===== src/rtl/spi_xfer_pkg.sv =====
// Shared constants for the SPI block-transfer controller: register map,
// control/status bit positions, FSM encoding and the idle fill byte.
package spi_xfer_pkg;
    localparam logic [2:0] A_DATA = 3'd0;
    localparam logic [2:0] A_CTRL = 3'd1;
    localparam logic [2:0] A_CNTH = 3'd2;
    localparam logic [2:0] A_CNTL = 3'd3;

    localparam int C_START = 7;
    localparam int C_FLUSH = 6;
    localparam int C_TXW   = 2;
    localparam int C_RXDIS = 1;
    localparam int C_IRQEN = 0;

    localparam int S_BSY   = 7;
    localparam int S_DONE  = 6;
    localparam int S_RXE   = 5;
    localparam int S_RXF   = 4;
    localparam int S_TXE   = 3;
    localparam int S_TXF   = 2;
    localparam int S_IRQEN = 0;

    localparam logic [1:0] ST_IDLE  = 2'd0;
    localparam logic [1:0] ST_ISSUE = 2'd1;
    localparam logic [1:0] ST_WAIT  = 2'd2;
    localparam logic [1:0] ST_STORE = 2'd3;

    localparam logic [7:0] FILL_BYTE = 8'hFF;

    typedef logic [9:0] cnt_t;
endpackage


===== src/rtl/spi_block_xfer_if.sv =====
// CPU register bus plus SPI byte-engine handshake of the block-transfer controller.
interface spi_block_xfer_if;
    logic [2:0] AD;
    logic [7:0] DI;
    logic [7:0] DO;
    logic       rw;
    logic       cs;
    logic       irq;
    logic       spi_start;
    logic [7:0] spi_tx;
    logic       spi_ready;
    logic       spi_done;
    logic [7:0] spi_rx;

    modport slave  (input  AD, DI, rw, cs, spi_ready, spi_done, spi_rx,
                    output DO, irq, spi_start, spi_tx);
    modport master (output AD, DI, rw, cs, spi_ready, spi_done, spi_rx,
                    input  DO, irq, spi_start, spi_tx);
endinterface


===== src/rtl/spi_block_xfer_sync_fifo.sv =====
// Single-clock FIFO with show-ahead output; overflow/underflow requests are ignored.
module sync_fifo #(
    parameter int WIDTH = 8,
    parameter int DEPTH = 16
) (
    input  logic             clk,
    input  logic             rst,
    input  logic             clr_i,
    input  logic             push_i,
    input  logic [WIDTH-1:0] din_i,
    input  logic             pop_i,
    output logic [WIDTH-1:0] dout_o,
    output logic             empty_o,
    output logic             full_o
);
    localparam int AW = $clog2(DEPTH);

    logic [WIDTH-1:0] mem_q [DEPTH];
    logic [AW:0]      wptr_q, rptr_q;
    logic             do_push, do_pop;

    assign empty_o = (wptr_q == rptr_q);
    assign full_o  = (wptr_q[AW] != rptr_q[AW]) && (wptr_q[AW-1:0] == rptr_q[AW-1:0]);
    assign do_pop  = pop_i && !empty_o;
    // A pop frees a slot in the same cycle, so a push into a full FIFO still lands.
    assign do_push = push_i && (!full_o || do_pop);
    assign dout_o  = mem_q[rptr_q[AW-1:0]];

    always_ff @(posedge clk) begin
        if (!rst || clr_i) begin
            wptr_q <= '0;
            rptr_q <= '0;
        end else begin
            if (do_push) wptr_q <= wptr_q + 1'b1;
            if (do_pop)  rptr_q <= rptr_q + 1'b1;
        end
    end

    always_ff @(posedge clk) begin
        if (do_push) mem_q[wptr_q[AW-1:0]] <= din_i;
    end
endmodule


===== src/rtl/spi_block_xfer.sv =====
// CPU-mapped SPI block transfer: streams a counted run of bytes from a TX FIFO
// through an external byte engine, collecting replies in an RX FIFO.
module spi_block_xfer
    import spi_xfer_pkg::*;
#(
    parameter int FIFO_DEPTH = 16
) (
    input logic              clk,
    input logic              rst,
    spi_block_xfer_if.slave  bus
);
    logic       cs_q;
    logic [7:0] do_q;
    cnt_t       count_q;
    cnt_t       wcnt_q, wcnt_d;
    logic [1:0] state_q, state_d;
    logic       done_q, done_d;
    logic       txw_q, rxdis_q, irqen_q;
    logic       spi_start_q, spi_start_d;
    logic [7:0] spi_tx_q, spi_tx_d;
    logic [7:0] rxb_q, rxb_d;

    logic       acc, rd_acc, wr_acc, ctrl_wr, start, flush, busy;
    logic       tx_push, tx_pop, tx_empty, tx_full;
    logic       rx_push, rx_pop, rx_pop_eff, rx_empty, rx_full;
    logic [7:0] tx_dout, rx_dout, stat, rd_data;

    // Each cs assertion is one access, taken on its first clock.
    assign acc        = bus.cs && !cs_q;
    assign rd_acc     = acc && bus.rw;
    assign wr_acc     = acc && !bus.rw;
    assign ctrl_wr    = wr_acc && (bus.AD == A_CTRL);
    assign start      = ctrl_wr && bus.DI[C_START];
    assign flush      = ctrl_wr && bus.DI[C_FLUSH];
    assign busy       = (state_q != ST_IDLE);
    assign tx_push    = wr_acc && (bus.AD == A_DATA) && !tx_full;
    assign rx_pop     = rd_acc && (bus.AD == A_DATA);
    assign rx_pop_eff = rx_pop && !rx_empty;

    sync_fifo #(.WIDTH(8), .DEPTH(FIFO_DEPTH)) u_tx_fifo (
        .clk(clk), .rst(rst), .clr_i(flush), .push_i(tx_push), .din_i(bus.DI),
        .pop_i(tx_pop), .dout_o(tx_dout), .empty_o(tx_empty), .full_o(tx_full)
    );

    sync_fifo #(.WIDTH(8), .DEPTH(FIFO_DEPTH)) u_rx_fifo (
        .clk(clk), .rst(rst), .clr_i(flush), .push_i(rx_push), .din_i(rxb_q),
        .pop_i(rx_pop), .dout_o(rx_dout), .empty_o(rx_empty), .full_o(rx_full)
    );

    always_comb begin
        stat          = '0;
        stat[S_BSY]   = busy;
        stat[S_DONE]  = done_q;
        stat[S_RXE]   = rx_empty;
        stat[S_RXF]   = rx_full;
        stat[S_TXE]   = tx_empty;
        stat[S_TXF]   = tx_full;
        stat[S_IRQEN] = irqen_q;
    end

    always_comb begin
        case (bus.AD)
            A_DATA:  rd_data = rx_empty ? FILL_BYTE : rx_dout;
            A_CTRL:  rd_data = stat;
            A_CNTH:  rd_data = {6'b0, count_q[9:8]};
            A_CNTL:  rd_data = count_q[7:0];
            default: rd_data = 8'h00;
        endcase
    end

    always_comb begin
        state_d     = state_q;
        wcnt_d      = wcnt_q;
        done_d      = done_q;
        spi_start_d = 1'b0;
        spi_tx_d    = spi_tx_q;
        rxb_d       = rxb_q;
        tx_pop      = 1'b0;
        rx_push     = 1'b0;
        if (rd_acc && (bus.AD == A_CTRL)) done_d = 1'b0;
        case (state_q)
            ST_IDLE: begin
                if (start) begin
                    if (count_q == '0) begin
                        done_d = 1'b1;
                    end else begin
                        done_d  = 1'b0;
                        wcnt_d  = count_q;
                        state_d = ST_ISSUE;
                    end
                end
            end
            ST_ISSUE: begin
                if (bus.spi_ready && (!tx_empty || !txw_q)) begin
                    spi_start_d = 1'b1;
                    spi_tx_d    = tx_empty ? FILL_BYTE : tx_dout;
                    tx_pop      = !tx_empty;
                    state_d     = ST_WAIT;
                end
            end
            ST_WAIT: begin
                if (bus.spi_done) begin
                    rxb_d   = bus.spi_rx;
                    state_d = ST_STORE;
                end
            end
            default: begin
                // A CPU pop in this cycle makes room, so the captured byte can go in now.
                if (rxdis_q || !rx_full || rx_pop_eff) begin
                    rx_push = !rxdis_q;
                    wcnt_d  = wcnt_q - 10'd1;
                    if (wcnt_q == 10'd1) begin
                        state_d = ST_IDLE;
                        done_d  = 1'b1;
                    end else begin
                        state_d = ST_ISSUE;
                    end
                end
            end
        endcase
        if (flush) begin
            state_d     = ST_IDLE;
            done_d      = 1'b0;
            spi_start_d = 1'b0;
            tx_pop      = 1'b0;
            rx_push     = 1'b0;
        end
    end

    always_ff @(posedge clk) begin
        if (!rst) begin
            cs_q        <= 1'b0;
            do_q        <= 8'h00;
            count_q     <= '0;
            wcnt_q      <= '0;
            state_q     <= ST_IDLE;
            done_q      <= 1'b0;
            txw_q       <= 1'b0;
            rxdis_q     <= 1'b0;
            irqen_q     <= 1'b0;
            spi_start_q <= 1'b0;
            spi_tx_q    <= FILL_BYTE;
            rxb_q       <= 8'h00;
        end else begin
            cs_q        <= bus.cs;
            wcnt_q      <= wcnt_d;
            state_q     <= state_d;
            done_q      <= done_d;
            spi_start_q <= spi_start_d;
            spi_tx_q    <= spi_tx_d;
            rxb_q       <= rxb_d;
            if (rd_acc) do_q <= rd_data;
            if (ctrl_wr) begin
                txw_q   <= bus.DI[C_TXW];
                rxdis_q <= bus.DI[C_RXDIS];
                irqen_q <= bus.DI[C_IRQEN];
            end
            if (wr_acc && !busy) begin
                if (bus.AD == A_CNTH) count_q[9:8] <= bus.DI[1:0];
                if (bus.AD == A_CNTL) count_q[7:0] <= bus.DI;
            end
        end
    end

    assign bus.DO        = do_q;
    assign bus.irq       = done_q && irqen_q;
    assign bus.spi_start = spi_start_q;
    assign bus.spi_tx    = spi_tx_q;
endmodule


===== src/flat_wrapper.sv =====
// flat-port wrapper written by rule: the top's interface ports become plain ports
module spi_block_xfer_flat import spi_xfer_pkg::*;
#(
    parameter int FIFO_DEPTH = 16
)
  (clk, rst, bus_AD, bus_DI, bus_rw, bus_cs, bus_spi_ready, bus_spi_done, bus_spi_rx, bus_DO, bus_irq, bus_spi_start, bus_spi_tx);
  spi_block_xfer_if bus_i ();
  input logic clk;
  input logic rst;
  input wire logic [$bits(bus_i.AD)-1:0] bus_AD;
  input wire logic [$bits(bus_i.DI)-1:0] bus_DI;
  input wire logic [$bits(bus_i.rw)-1:0] bus_rw;
  input wire logic [$bits(bus_i.cs)-1:0] bus_cs;
  input wire logic [$bits(bus_i.spi_ready)-1:0] bus_spi_ready;
  input wire logic [$bits(bus_i.spi_done)-1:0] bus_spi_done;
  input wire logic [$bits(bus_i.spi_rx)-1:0] bus_spi_rx;
  output wire logic [$bits(bus_i.DO)-1:0] bus_DO;
  output wire logic [$bits(bus_i.irq)-1:0] bus_irq;
  output wire logic [$bits(bus_i.spi_start)-1:0] bus_spi_start;
  output wire logic [$bits(bus_i.spi_tx)-1:0] bus_spi_tx;
  assign bus_i.AD = bus_AD;
  assign bus_i.DI = bus_DI;
  assign bus_i.rw = bus_rw;
  assign bus_i.cs = bus_cs;
  assign bus_i.spi_ready = bus_spi_ready;
  assign bus_i.spi_done = bus_spi_done;
  assign bus_i.spi_rx = bus_spi_rx;
  assign bus_DO = bus_i.DO;
  assign bus_irq = bus_i.irq;
  assign bus_spi_start = bus_i.spi_start;
  assign bus_spi_tx = bus_i.spi_tx;
  spi_block_xfer #(.FIFO_DEPTH(FIFO_DEPTH)) u_core (.clk(clk), .rst(rst), .bus(bus_i));
endmodule

===== config.mk =====
export PLATFORM = sky130hd
export DESIGN_NAME = spi_block_xfer_flat
export DESIGN_NICKNAME = d
export VERILOG_FILES = /design/src/rtl/spi_xfer_pkg.sv /design/src/rtl/spi_block_xfer_if.sv /design/src/rtl/spi_block_xfer_sync_fifo.sv /design/src/rtl/spi_block_xfer.sv /design/src/flat_wrapper.sv
export SDC_FILE = /design/constraint.sdc
export NUM_CORES = 1
export LEC_CHECK = 0
export CAP_MARGIN = 25
export CORE_MARGIN = 2
export CORE_UTILIZATION = 34
export CTS_CLUSTER_SIZE = 16
export DETAILED_ROUTE_END_ITERATION = 8
export GPL_ROUTABILITY_DRIVEN = 0
export GPL_TIMING_DRIVEN = 0
export PLACE_DENSITY = 0.56
export SLEW_MARGIN = 10
export SYNTH_ARGS = -nofsm -noshare
export SYNTH_HDL_FRONTEND = slang
export SYNTH_SLANG_ARGS = --single-unit

===== constraint.sdc =====
create_clock -name clk -period 2.3 [get_ports clk]
set_clock_uncertainty 0.05 [all_clocks]
set_input_delay 0.46 -clock clk [delete_from_list [all_inputs] [get_ports clk]]
set_output_delay 0.46 -clock clk [all_outputs]
set_load 0.02 [all_outputs]

Word-level counts from Yosys, hierarchy flattened
Memories as Yosys holds them, arrays and structs flattened. A register that Yosys moved wholly into a read port is not among the register bits.
Index checks and enable logic that the tools add are counted.
W data, S select, Z words.

storage, ports and cells
  register bits = 72
  latch bits = 0
  RAM bits = 256
  memory bits (read-only) = 0
  output and inout port bits = 18
  logic and storage cells = 129
  memories kept = 2

memory list
  name                    words  width  read ports  clocked after memory_dff  write ports  RTL line                        RTL
  u_core.u_rx_fifo.mem_q  16     8      1           1                         1            spi_block_xfer_sync_fifo.sv:18  logic [WIDTH-1:0] mem_q [DEPTH];
  u_core.u_tx_fifo.mem_q  16     8      1           1                         1            spi_block_xfer_sync_fifo.sv:18

operators by class
  add/sub/neg operators = 5
  multipliers = 0
  div/mod/pow operators = 0
  order comparisons = 0
  eq/ne operators = 16
  shift-type cells = 0
  muxes and demuxes = 35
  bitwise logic cells = 3
  reductions and logical operators = 51

operators by type and width
  operator                 number
  $pmux W8 S4              1
  $mux W10                 3
  $add A5 B1 Y5 const B    4
  $pmux W10 S2             1
  $logic_and A1 B1 Y1      19
  $mux W1                  17
  $mux W4                  4
  $mux W8                  2
  $eq A10 B1 Y1 const B    1
  $eq A5 B5 Y1             2
  $logic_not A1 Y1         10
  $logic_not A10 Y1        1
  $mux W2                  5
  $sub A10 B1 Y10 const B  1
  $eq A4 B4 Y1             2
  $reduce_and A2 Y1        4
  $eq A3 B2 Y1 const B     2
  $logic_or A1 B1 Y1       6
  $pmux W2 S3              1
  $reduce_or A3 Y1         2
  $reduce_and A5 Y1        1
  $ne A2 B1 Y1 const B     2
  $ne A2 B2 Y1 const B     2
  $reduce_and A4 Y1        1
  11 further kinds         16

Logic depth before layout (Yosys ltp)
  depth after elaboration = 12
  mapped depth = 8
  mapped depth without buffers = 7

Cells and area by module
Synthesis repeated with hierarchy kept, for this count alone.

unflattened totals
  cell total of the unflattened synthesis = 859
  area, all modules = 14127.3 µm²

modules (own cells, without submodules)
  module                        instances  cells each  area each (µm²)  seq. area each (µm²)
  sync_fifo (u_core.u_rx_fifo)  1          266         5711.7           4124.0
  sync_fifo (u_core.u_tx_fifo)  1          264         5706.7           4124.0
  spi_block_xfer                1          329         2708.8           1041.0

Least setup slack after synthesis
OpenSTA, ideal clock, no wires.

  kind = input to register
  start point = in bus_AD[0]
  end point = mem u_core.u_rx_fifo.mem_q[3][0], enable pin
  setup time = 0.383 ns
  data arrival time = 1.998 ns
  data required time = 1.867 ns
  slack = -0.132 ns
  stages = 5
  path through = buf_6 -> or3_4 -> o21ai_4 -> o211ai_2 -> nor3_1

between the ends
  longest elaborated chain between the ends = 10
  elaborated cells on any way between the ends = 14
  those cells by class = eq/ne: 1; mux: 5; reduce/logical: 8

ends and longest elaborated chain
  item                               RTL line                                              RTL
  from (decl)                        flat_wrapper.sv:10                                    input wire logic [$bits(bus_i.AD)-1:0] bus_AD;
  $logic_not A3 Y1                   spi_block_xfer.sv:37                                  assign rx_pop = rd_acc && (bus.AD == A_DATA);
  $logic_and A1 B1 Y1                spi_block_xfer.sv:37
  $logic_and A1 B1 Y1                spi_block_xfer_sync_fifo.sv:24, spi_block_xfer.sv:38
  $logic_or A1 B1 Y1                 spi_block_xfer.sv:109                                 if (rxdis_q || !rx_full || rx_pop_eff) begin
  $mux W1                            spi_block_xfer.sv:109
  $mux W1                            spi_block_xfer.sv:81                                  case (state_q)
  $mux W1                            spi_block_xfer.sv:121                                 if (flush) begin
  $logic_and A1 B1 Y1 (*)            spi_block_xfer_sync_fifo.sv:26                        assign do_push = push_i && (!full_o || do_pop);
  $mux W1 (*)                        spi_block_xfer_sync_fifo.sv:40                        if (do_push) mem_q[wptr_q[AW-1:0]] <= din_i;
  $mux W1 (implied by the code) (*)  spi_block_xfer_sync_fifo.sv:40
  to (decl)                          spi_block_xfer_sync_fifo.sv:18

Mark *: on every way between the ends. The rest lies on a longest branch, timed or not.

Worst setup path in the final report
  start point = in bus_AD[1]
  end point = mem u_core.u_rx_fifo.mem_q[3][6], enable pin

The elaborated chain is that of the path after synthesis.

==> results.toml <==
[run]
cap_violations = 0

[timing]
worstMarginPinSlew_ns = 0.955
slew_headroom_pct = 36.3
hold_ws_ns = 0.248
slew_viol_final = 0
tns_ns = 0
final-hold-violation-count = 0
period_share_pct = 98.8
setup_viol = 0
clock.fmax_mhz = 440
final.min_clock_period_ns = 2.27
rsz0062_at_grt = "true"
setup_slack_ns = 0.0281

[placement]
dpl_cell_area_sq_um = 15000
dp_slack_ns = -1.42
placed_cells = 1450
post-dp-hpwl_mm = 21.4
portBuffers = 39

[layout]
nNetsFinal = 1014
stdcell_count = 1533
fin_util_pct = 41.0
n_antenna_cell = 0
n_fill_cell = 3684
area_delta_synth_final_pct = 19.7
fin_area_sq_um = 16700
drive_gt1_share_pct = 22.4

[route]
wl_per_cell_um = 21.2
drtIter0Drc = 532
firstDrtPassIters = 5
viasPerCell = 5.13
vias = 7863
antenna_left = 0
drc = 0
drt_wl_total_mm = 32.4

[cts]
cts_root_buffer = "clkbuf_16"
cts.sinks = 336
htreeDepth = 2
cts-hold-fix-buffers = 0
clk_latency_ns = 0.52
cts_tree = "built"
numCtsBuffers = 37
clock_path_buffers = 3
clk_pin_slew_ns = 0.06

[global_routing]
grt_pass1_vias = 8025
antenna_found_initial = 0
grtUsageTotal_pct = 15.6
grt_max_degree = 22
grt_pass1_wl_mm = 49.5
grt-ovfl-total = 0

[pwr]
peakVddDrop_uv = 562
switching_share_pct = 20.2
p_int_mw = 9.84
power.share.combinational_pct = 1.8
powerDensity_nw_per_um2 = 740
pwr-share-clk_pct = 45.6
p_switching_mw = 2.49
p_total_mw = 12.3
p_leak_nw = 5.12
p_seq_share_pct = 52.6

[setup_path]
critPathLaunchType = "input pin"
endpoint_kind = "register"
critPathMaxFanout = 10
r2r_cells = 6
cp_data_required_time_ns = 2.48
cp.arrival_ns = 2.45
critPathKind = "in -> reg"

[synthesis]
netlist_instances = 879
yosys_most_used_dff = "edfxtp_1"
ys_types = 72
syn_nets = 921
synth-edff-count = 256
yosysWarnings = 0
ys_seq_area_share_pct = 66.7
synthArstFlopShare_pct = 0
synth.avg_cell_area_sq_um = 15.8
netlist_area_sq_um = 13900
ys_ff_latch = 336

[hold_path]
hold_path.class = "in -> reg"
min_path_cells = 2

[die]
initial_core_util_pct = 34.3
die_h_um = 206
fp.dieW_um = 206
die-area_sq_um = 42600
pin_count = 43
fp-row-count = 74
core_sq_um = 40600

[outcome]
outcome = "completed"
-- cell usage in the layout, fill, tap and decap left out, drive strengths merged, types with 13 or more instances in the layout --
master and n:
and3 27, edfxtp 256, nand3 27, o21ai 17, mux4 69, clkbuf 63, clkinv 18, mux2i 34
nand2 46, buf 49, nor3 13, nor2 62, a21oi 35, inv 15, clkdlybuf4s50 36, dfxtp 80
ha 17
-- per-layer routing --
metal | wire length, um | global-route usage, % | vias to the layer above | part of all wire (%)
met1 | 14400 | 20.8 | 3990 | 44
met4 | 616 | 4.11 | 0 | 1.9
met2 | 16000 | 26.2 | 178 | 49
li1 | - | - | 3650 | -
met5 | 0 | 0 | - | 0
met3 | 1380 | 2.68 | 45 | 4.2
-- repair_timing --
action                     in CTS  in global routing
setup endpoints to repair     284                286
setup buffers                   7                  9
pin swaps                       5                  6
resized for setup              83                 31
-- power by group through the flow --
stage	combinational [mW]	clock, mW	sequential [mW]
after floorplan	0.0820	0	6.62
after global placement	0.208	0	6.62
after detailed placement	0.210	0	6.62
after CTS	0.214	5.74	6.49
after global routing	0.234	6.02	6.49
final	0.218	5.63	6.49
-- cells by family (layout without fill, tap and decap cells) --
kind of cell             Yosys count  in the layout  synth area share, %
AO/OA/AOI/OAI                    116            116                 5.76
flip-flops                       336            336                 66.7
AND/OR/NAND/NOR                  219            219                 8.14
XOR/XNOR                          23             23                 1.50
buffers and inverters             64            186                 2.34
multiplexers                     104            104                 14.1
adder cells (fa/ha/maj)           17             17                 1.53
-- synth_stat cells, types with 10 or more instances --
cell	count	area (sq um)
a21oi_1	35	175
and3_1	27	169
buf_2	11	55.1
clkbuf_1	16	60.1
dfxtp_1	80	1600
edfxtp_1	256	7690
ha_1	17	213
inv_1	14	52.6
mux2i_1	34	340
mux4_1	14	368
mux4_2	55	1240
nand2_1	45	169
nand3_1	26	130
nor2_1	62	233
nor3_1	12	60.1
o21ai_0	15	75.1
o31ai_1	11	82.6
xnor2_1	12	105
xor2_1	10	87.6
-- final cells by class --
class	count	area, sq um	share of cell area [%]
inverters	15	56.3	0.338
repair buffers	55	598	3.59
plain buffers	48	324	1.94
clock buffers	48	1030	6.18
well taps	532	666	3.99
flip-flops and latches	336	9290	55.7
clock inverters	20	134	0.803
multi-input cells	479	4570	27.4
-- worst max-delay path: stages --
cell	delay [ns]
clkdlybuf4s50_1	0.50
buf_6	0.16
nor3b_4	0.07
a311oi_2	0.38
o211ai_2	0.37
nor3_4	0.32
buf_12	0.17
-- worst paths after layout --
path,startpoint,endpoint,slack [ns]
setup / recovery,bus_AD[1],u_core.u_rx_fifo.mem_q[3][6],0.03
hold / removal,bus_cs,u_core.cs_q,0.25
setup reg to reg,register,u_core.bus.DO[7],0.08
hold reg to reg,u_core.txw_q,u_core.txw_q,0.41
-- flip-flops by register name, summed over array words and instances (netlist names), 8 cells and up, named ones only --
register	count
u_core.bus.spi_tx	8
u_core.wcnt_q	10
u_core.u_rx_fifo.mem_q	128
u_core.count_q	10
u_core.rxb_q	8
u_core.u_tx_fifo.mem_q	128
u_core.bus.DO	8
Note: power is estimated with default switching activity, not from simulation.
